--- src/rtl/ircam_frame_parser.sv ---
// IR camera byte-stream parser: header lock, pixel forwarding with sof/eol markers and inter-byte timeout.
// Define IRCAM_FRAME_CHKSUM_EN to consume and verify the trailing 8-bit checksum byte.
module ircam_frame_parser #(
  parameter logic [7:0] HDR0        = 8'h5A,
  parameter logic [7:0] HDR1        = 8'hA5,
  parameter int         ROW_BYTES   = 26,
  parameter int         ROWS        = 24,
  parameter int         TIMEOUT_CYC = 4096
) (
  input  logic       din_clk,
  input  logic       rst_n,
  input  logic       en,
  input  logic [7:0] i_byte,
  input  logic       i_byte_vld,
  output logic [7:0] o_data,
  output logic       o_data_vld,
  output logic       o_sof,
  output logic       o_eol,
  output logic       o_frame_done,
  output logic       o_frame_err,
  output logic       o_busy
);

  localparam int CW = (ROW_BYTES > 1) ? $clog2(ROW_BYTES) : 1;
  localparam int RW = (ROWS > 1) ? $clog2(ROWS) : 1;
  localparam int TW = $clog2(TIMEOUT_CYC + 1);

`ifdef IRCAM_FRAME_CHKSUM_EN
  typedef enum logic [1:0] {S_IDLE, S_GOT_H0, S_PAYLOAD, S_CHECK} state_t;
`else
  typedef enum logic [1:0] {S_IDLE, S_GOT_H0, S_PAYLOAD} state_t;
`endif

  state_t        state_q, state_d;
  logic [CW-1:0] col_q, col_d;
  logic [RW-1:0] row_q, row_d;
  logic [TW-1:0] tmo_q, tmo_d;
  logic [7:0]    data_q, data_d;
  logic          vld_q, vld_d;
  logic          sof_q, sof_d;
  logic          eol_q, eol_d;
  logic          done_q, done_d;
  logic          err_q, err_d;
  logic          busy_q, busy_d;
`ifdef IRCAM_FRAME_CHKSUM_EN
  logic [7:0]    sum_q, sum_d;
`else
  logic          pend_q, pend_d;
`endif

  logic tmo_hit;
  logic col_last;
  logic row_last;

  assign tmo_hit  = !i_byte_vld && (tmo_q == TW'(TIMEOUT_CYC - 1));
  assign col_last = (col_q == CW'(ROW_BYTES - 1));
  assign row_last = (row_q == RW'(ROWS - 1));

  always_comb begin
    state_d = state_q;
    col_d   = col_q;
    row_d   = row_q;
    tmo_d   = tmo_q;
    data_d  = data_q;
    vld_d   = 1'b0;
    sof_d   = 1'b0;
    eol_d   = 1'b0;
    done_d  = 1'b0;
    err_d   = 1'b0;
`ifdef IRCAM_FRAME_CHKSUM_EN
    sum_d   = sum_q;
`else
    pend_d  = 1'b0;
    done_d  = pend_q;
`endif

    if (!en) begin
      state_d = S_IDLE;
      col_d   = '0;
      row_d   = '0;
      tmo_d   = '0;
      done_d  = 1'b0;
`ifdef IRCAM_FRAME_CHKSUM_EN
      sum_d   = '0;
`endif
    end else begin
      if (state_q != S_IDLE) begin
        tmo_d = i_byte_vld ? '0 : tmo_q + 1'b1;
      end
      case (state_q)
        S_IDLE: begin
          tmo_d = '0;
          if (i_byte_vld && (i_byte == HDR0)) state_d = S_GOT_H0;
        end
        S_GOT_H0: begin
          if (i_byte_vld) begin
            if (i_byte == HDR0)      state_d = S_GOT_H0;
            else if (i_byte == HDR1) state_d = S_PAYLOAD;
            else                     state_d = S_IDLE;
            col_d = '0;
            row_d = '0;
`ifdef IRCAM_FRAME_CHKSUM_EN
            sum_d = '0;
`endif
          end else if (tmo_hit) begin
            state_d = S_IDLE;
            tmo_d   = '0;
          end
        end
        S_PAYLOAD: begin
          if (i_byte_vld) begin
            data_d = i_byte;
            vld_d  = 1'b1;
            sof_d  = (row_q == '0) && (col_q == '0);
            eol_d  = col_last;
`ifdef IRCAM_FRAME_CHKSUM_EN
            sum_d  = sum_q + i_byte;
`endif
            if (col_last) begin
              col_d = '0;
              row_d = row_q + 1'b1;
            end else begin
              col_d = col_q + 1'b1;
            end
            if (col_last && row_last) begin
              row_d = '0;
`ifdef IRCAM_FRAME_CHKSUM_EN
              state_d = S_CHECK;
`else
              state_d = S_IDLE;
              pend_d  = 1'b1;
`endif
            end
          end else if (tmo_hit) begin
            state_d = S_IDLE;
            col_d   = '0;
            row_d   = '0;
            tmo_d   = '0;
            done_d  = 1'b1;
            err_d   = 1'b1;
`ifdef IRCAM_FRAME_CHKSUM_EN
            sum_d   = '0;
`endif
          end
        end
`ifdef IRCAM_FRAME_CHKSUM_EN
        S_CHECK: begin
          if (i_byte_vld) begin
            state_d = S_IDLE;
            done_d  = 1'b1;
            err_d   = (i_byte != sum_q);
            sum_d   = '0;
          end else if (tmo_hit) begin
            state_d = S_IDLE;
            tmo_d   = '0;
            done_d  = 1'b1;
            err_d   = 1'b1;
            sum_d   = '0;
          end
        end
`endif
        default: state_d = S_IDLE;
      endcase
    end
    busy_d = (state_d != S_IDLE);
  end

  always_ff @(posedge din_clk or negedge rst_n) begin
    if (!rst_n) begin
      state_q <= S_IDLE;
      col_q   <= '0;
      row_q   <= '0;
      tmo_q   <= '0;
      data_q  <= '0;
      vld_q   <= 1'b0;
      sof_q   <= 1'b0;
      eol_q   <= 1'b0;
      done_q  <= 1'b0;
      err_q   <= 1'b0;
      busy_q  <= 1'b0;
`ifdef IRCAM_FRAME_CHKSUM_EN
      sum_q   <= '0;
`else
      pend_q  <= 1'b0;
`endif
    end else begin
      state_q <= state_d;
      col_q   <= col_d;
      row_q   <= row_d;
      tmo_q   <= tmo_d;
      data_q  <= data_d;
      vld_q   <= vld_d;
      sof_q   <= sof_d;
      eol_q   <= eol_d;
      done_q  <= done_d;
      err_q   <= err_d;
      busy_q  <= busy_d;
`ifdef IRCAM_FRAME_CHKSUM_EN
      sum_q   <= sum_d;
`else
      pend_q  <= pend_d;
`endif
    end
  end

  assign o_data       = data_q;
  assign o_data_vld   = vld_q;
  assign o_sof        = sof_q;
  assign o_eol        = eol_q;
  assign o_frame_done = done_q;
  assign o_frame_err  = err_q;
  assign o_busy       = busy_q;

endmodule

--- config.mk ---
export PLATFORM = sky130hd
export DESIGN_NAME = ircam_frame_parser
export DESIGN_NICKNAME = d
export VERILOG_FILES = /design/src/rtl/ircam_frame_parser.sv
export SDC_FILE = /design/constraint.sdc
export NUM_CORES = 1
export LEC_CHECK = 0
export CORE_ASPECT_RATIO = 1.1
export CORE_MARGIN = 1
export CORE_UTILIZATION = 40
export DETAILED_ROUTE_END_ITERATION = 12
export PLACE_DENSITY = 0.65
export SKIP_LAST_GASP = 1
export SLEW_MARGIN = 20
export SYNTH_ARGS = -nofsm -noshare
export SYNTH_HDL_FRONTEND = slang
export SYNTH_SLANG_ARGS = --single-unit
--- constraint.sdc ---
create_clock -name din_clk -period 1.86 [get_ports din_clk]
set_clock_uncertainty 0.1 [all_clocks]
set_input_delay 0.186 -clock din_clk [delete_from_list [all_inputs] [get_ports din_clk]]
set_output_delay 0.186 -clock din_clk [all_outputs]
set_load 0.005 [all_outputs]
==> metrics.txt <==
post-route ant nets 0; CTS clk-pin slew, worst paths 0.08 ns; Wirelength per Cell 14.0 um; FMAX 530 MHz; Post-synth top flop dfrtp_1; number of synthesized flops with an enable pin 0; synth cell count leaders dfrtp_1, nand2_1, nor2_1; vias in the first global route approximately 1900; DRC viols 0; Worst path slowest cell or4_4; Area after DPL about 2800 um^2; Least-Margin Pin Slew ~0.50 ns; clk_lat worst skew about 0.3 ns; critical path fanouts, max 12; Synth cell types 52; first-pass GRT wire length slightly below 9 mm; Reg area approximately 1000 um^2; nets@finish around 310; P per Cell Area a little under 600 nW/um^2; synth-to-layout area growth 36.8%; Yosys top cell area share a little under half; fin crit share 101%; Synth Instances approximately 230; Synth area leaders dfrtp_1, ha_1, nand2_1, xor2_1, nor2_1; Die Y about 80 um; Detailed Routing Iterations Pass 1 4; DIE AREA just under 6000 um^2; Critical Path, Cell by Cell ha_2, nand4_1, or4_4, o21ai_4, buf_12, nor2_1; Final Hold Viols 0; Detailed Place HPWL ~3.8 mm; n_diodes 0; worst min path class in -> async; Total GRT Usage roughly 19%; worst reg-to-reg setup slack -0.03 ns; Final Non-Filler Cells approximately 370; Lkg Pwr roughly 1.3 nW; syn nets between 200 and 250; worst-case vdd ir drop 0.000344 V; Clock Sink Count 40; CP endpoint kind flip-flop; Die Wd 73.0 um; FF-to-FF path depth 6; Mapped Area between 2000 and 2500 um^2; I/O pin total 26; design area slightly above 3000 um^2; crit path buf inv count 1; Crit path max-delay family simple AND/OR/NAND/NOR gates; Yosys warnings 0; core area between 5000 and 6000 um^2; Relative slew margins 66.4%; site row count 28; CP arrival 1.98 ns; CTS tree done; Placed Instances approximately 360; Yosys top cell by area dfrtp_1; routability cong. between 0.8 and 0.9; DRT iter0 DRCs 95; Initial Utilization about 41%; min Tclk post-route about 1.9 ns; FF-to-FF End tmo_q[2]; RSZ-0062 raised after global routing yes; critical path data required time around 2.0 ns; final setup fails 13; max-cap viol count 0; IO Port Bufs 25; Longest Clk Path Bufs 2; async set-reset flop share out of synthesis 100%; largest net degree at the start of global routing 22; footprint of the multi-input gates about 1200 um^2; Crit Reg-Reg Startpoint tmo_q[1]; failing checks negative setup slack; syn_area_per_cell just under 10 um^2; total power ~0.0018 W; post-synthesis sequential area ratio around 45%; startpoint types flip-flop; critical path type reg -> reg; FF+latch count, synth 40; layout cells sized above 1 about 23%; Vias/cell just over 5; initial antenna violation count 0; outcome complete, but fails checks; drt total wl between 5 and 6 mm; Slew Limit Fails 0; PnR worst setup slack -0.0268 ns; Num CTS Buffers 5; CP peak stage delay between 0.5 and 0.6 ns; total grt overflow 0; vias between 1500 and 2000; root buf cell clkbuf_8; htree depth 2; Fill cells roughly 500; cell with the most instances after synthesis dfrtp_1
## cell type report
cell class,count,area share [%]
clock buffer,5,2.27
clock inverter,2,1.98
inverter,13,1.61
multi-input combinational,165,38.7
sequential,40,33.0
tap,75,3.09
timing repair buffer,67,19.4
## cell usage in the layout, fill, tap and decap left out, types with 5 or more instances in the layout
cell type,instances
o22ai_1,6
nand3_1,6
nand2_1,32
nand4_1,6
o21ai_0,9
xor2_1,8
clkdlybuf4s50_1,24
xnor2_1,5
clkbuf_8,5
inv_1,12
ha_1,5
nor2_1,15
buf_4,39
dfrtp_1,40
## power by group
group | switching, W | internal (W) | leakage (nW) | total, W
Clock | 0.000306 | 0.000528 | 0.0642 | 0.000834
Combinational | 0.0000454 | 0.0000459 | 0.723 | 0.0000913
Sequential | 0.0000000564 | 0.000869 | 0.559 | 0.000869
Total | 0.000351 | 0.00144 | 1.35 | 0.00179
## cell families after synthesis
group	count (synthesis)	share of synthesized area [%]
buf+inv	21	4.34
flops	40	45.1
compound gates	45	14.8
mux	1	0.508
fa+ha+maj	10	5.64
simple gates	96	24.4
xor+xnor	13	5.13
## how the worst max path moves through the flow
stage,from,cells past startpoint,endpoint,slack [ns]
after floorplan,tmo_q[0],5,col_q[0],0.01
after detailed placement,i_byte_vld,6,tmo_q[2],-0.13
after CTS,state_q[0],6,row_q[2],-0.003
final,tmo_q[1],6,tmo_q[2],-0.03
after global routing,tmo_q[0],6,tmo_q[2],-0.1
after global placement,i_byte_vld,6,tmo_q[2],-0.09
## per-stage QoR
| step | util (%) | hold WS (ns) | setup TNS [ns] | setup WS (ns) |
|---|---|---|---|---|
| final | 56.6 | 0.296 | -0.150 | -0.0268 |
| after detailed placement | 52.6 | 0.0811 | -1.89 | -0.134 |
| after CTS | 55.8 | 0.304 | -0.00285 | -0.00285 |
| after global routing | 56.6 | 0.346 | -1.34 | -0.0950 |
| after floorplan | - | -0.210 | 0 | 0.0101 |
| after global placement | 52.6 | 0.0873 | -1.39 | -0.0947 |
## sequential cells by signal, summed over array words and instances (netlist names)
| name | cells |
|---|---|
| o_sof | 1 |
| o_data_vld | 1 |
| o_frame_err | 1 |
| col_q | 5 |
| state_q | 2 |
| o_eol | 1 |
| row_q | 5 |
| tmo_q | 13 |
| o_data | 8 |
| o_busy | 1 |
| o_frame_done | 1 |
| pend_q | 1 |
## layer usage
layer	track usage [%]	share of wire [%]
met5	0	0
met3	4.39	3.3
met2	32.4	49
met1	24.8	46
met4	6.47	1.4
## repair_timing
action	4_1_cts	5_1_grt
setup buffers	1	2
resized for setup	5	7
hold endpoints to repair	19	0
pin swaps	7	7
endpoints found under the setup margin	7	25
hold buffers	1	0
No activity file was read; power rests on OpenSTA's default activity.
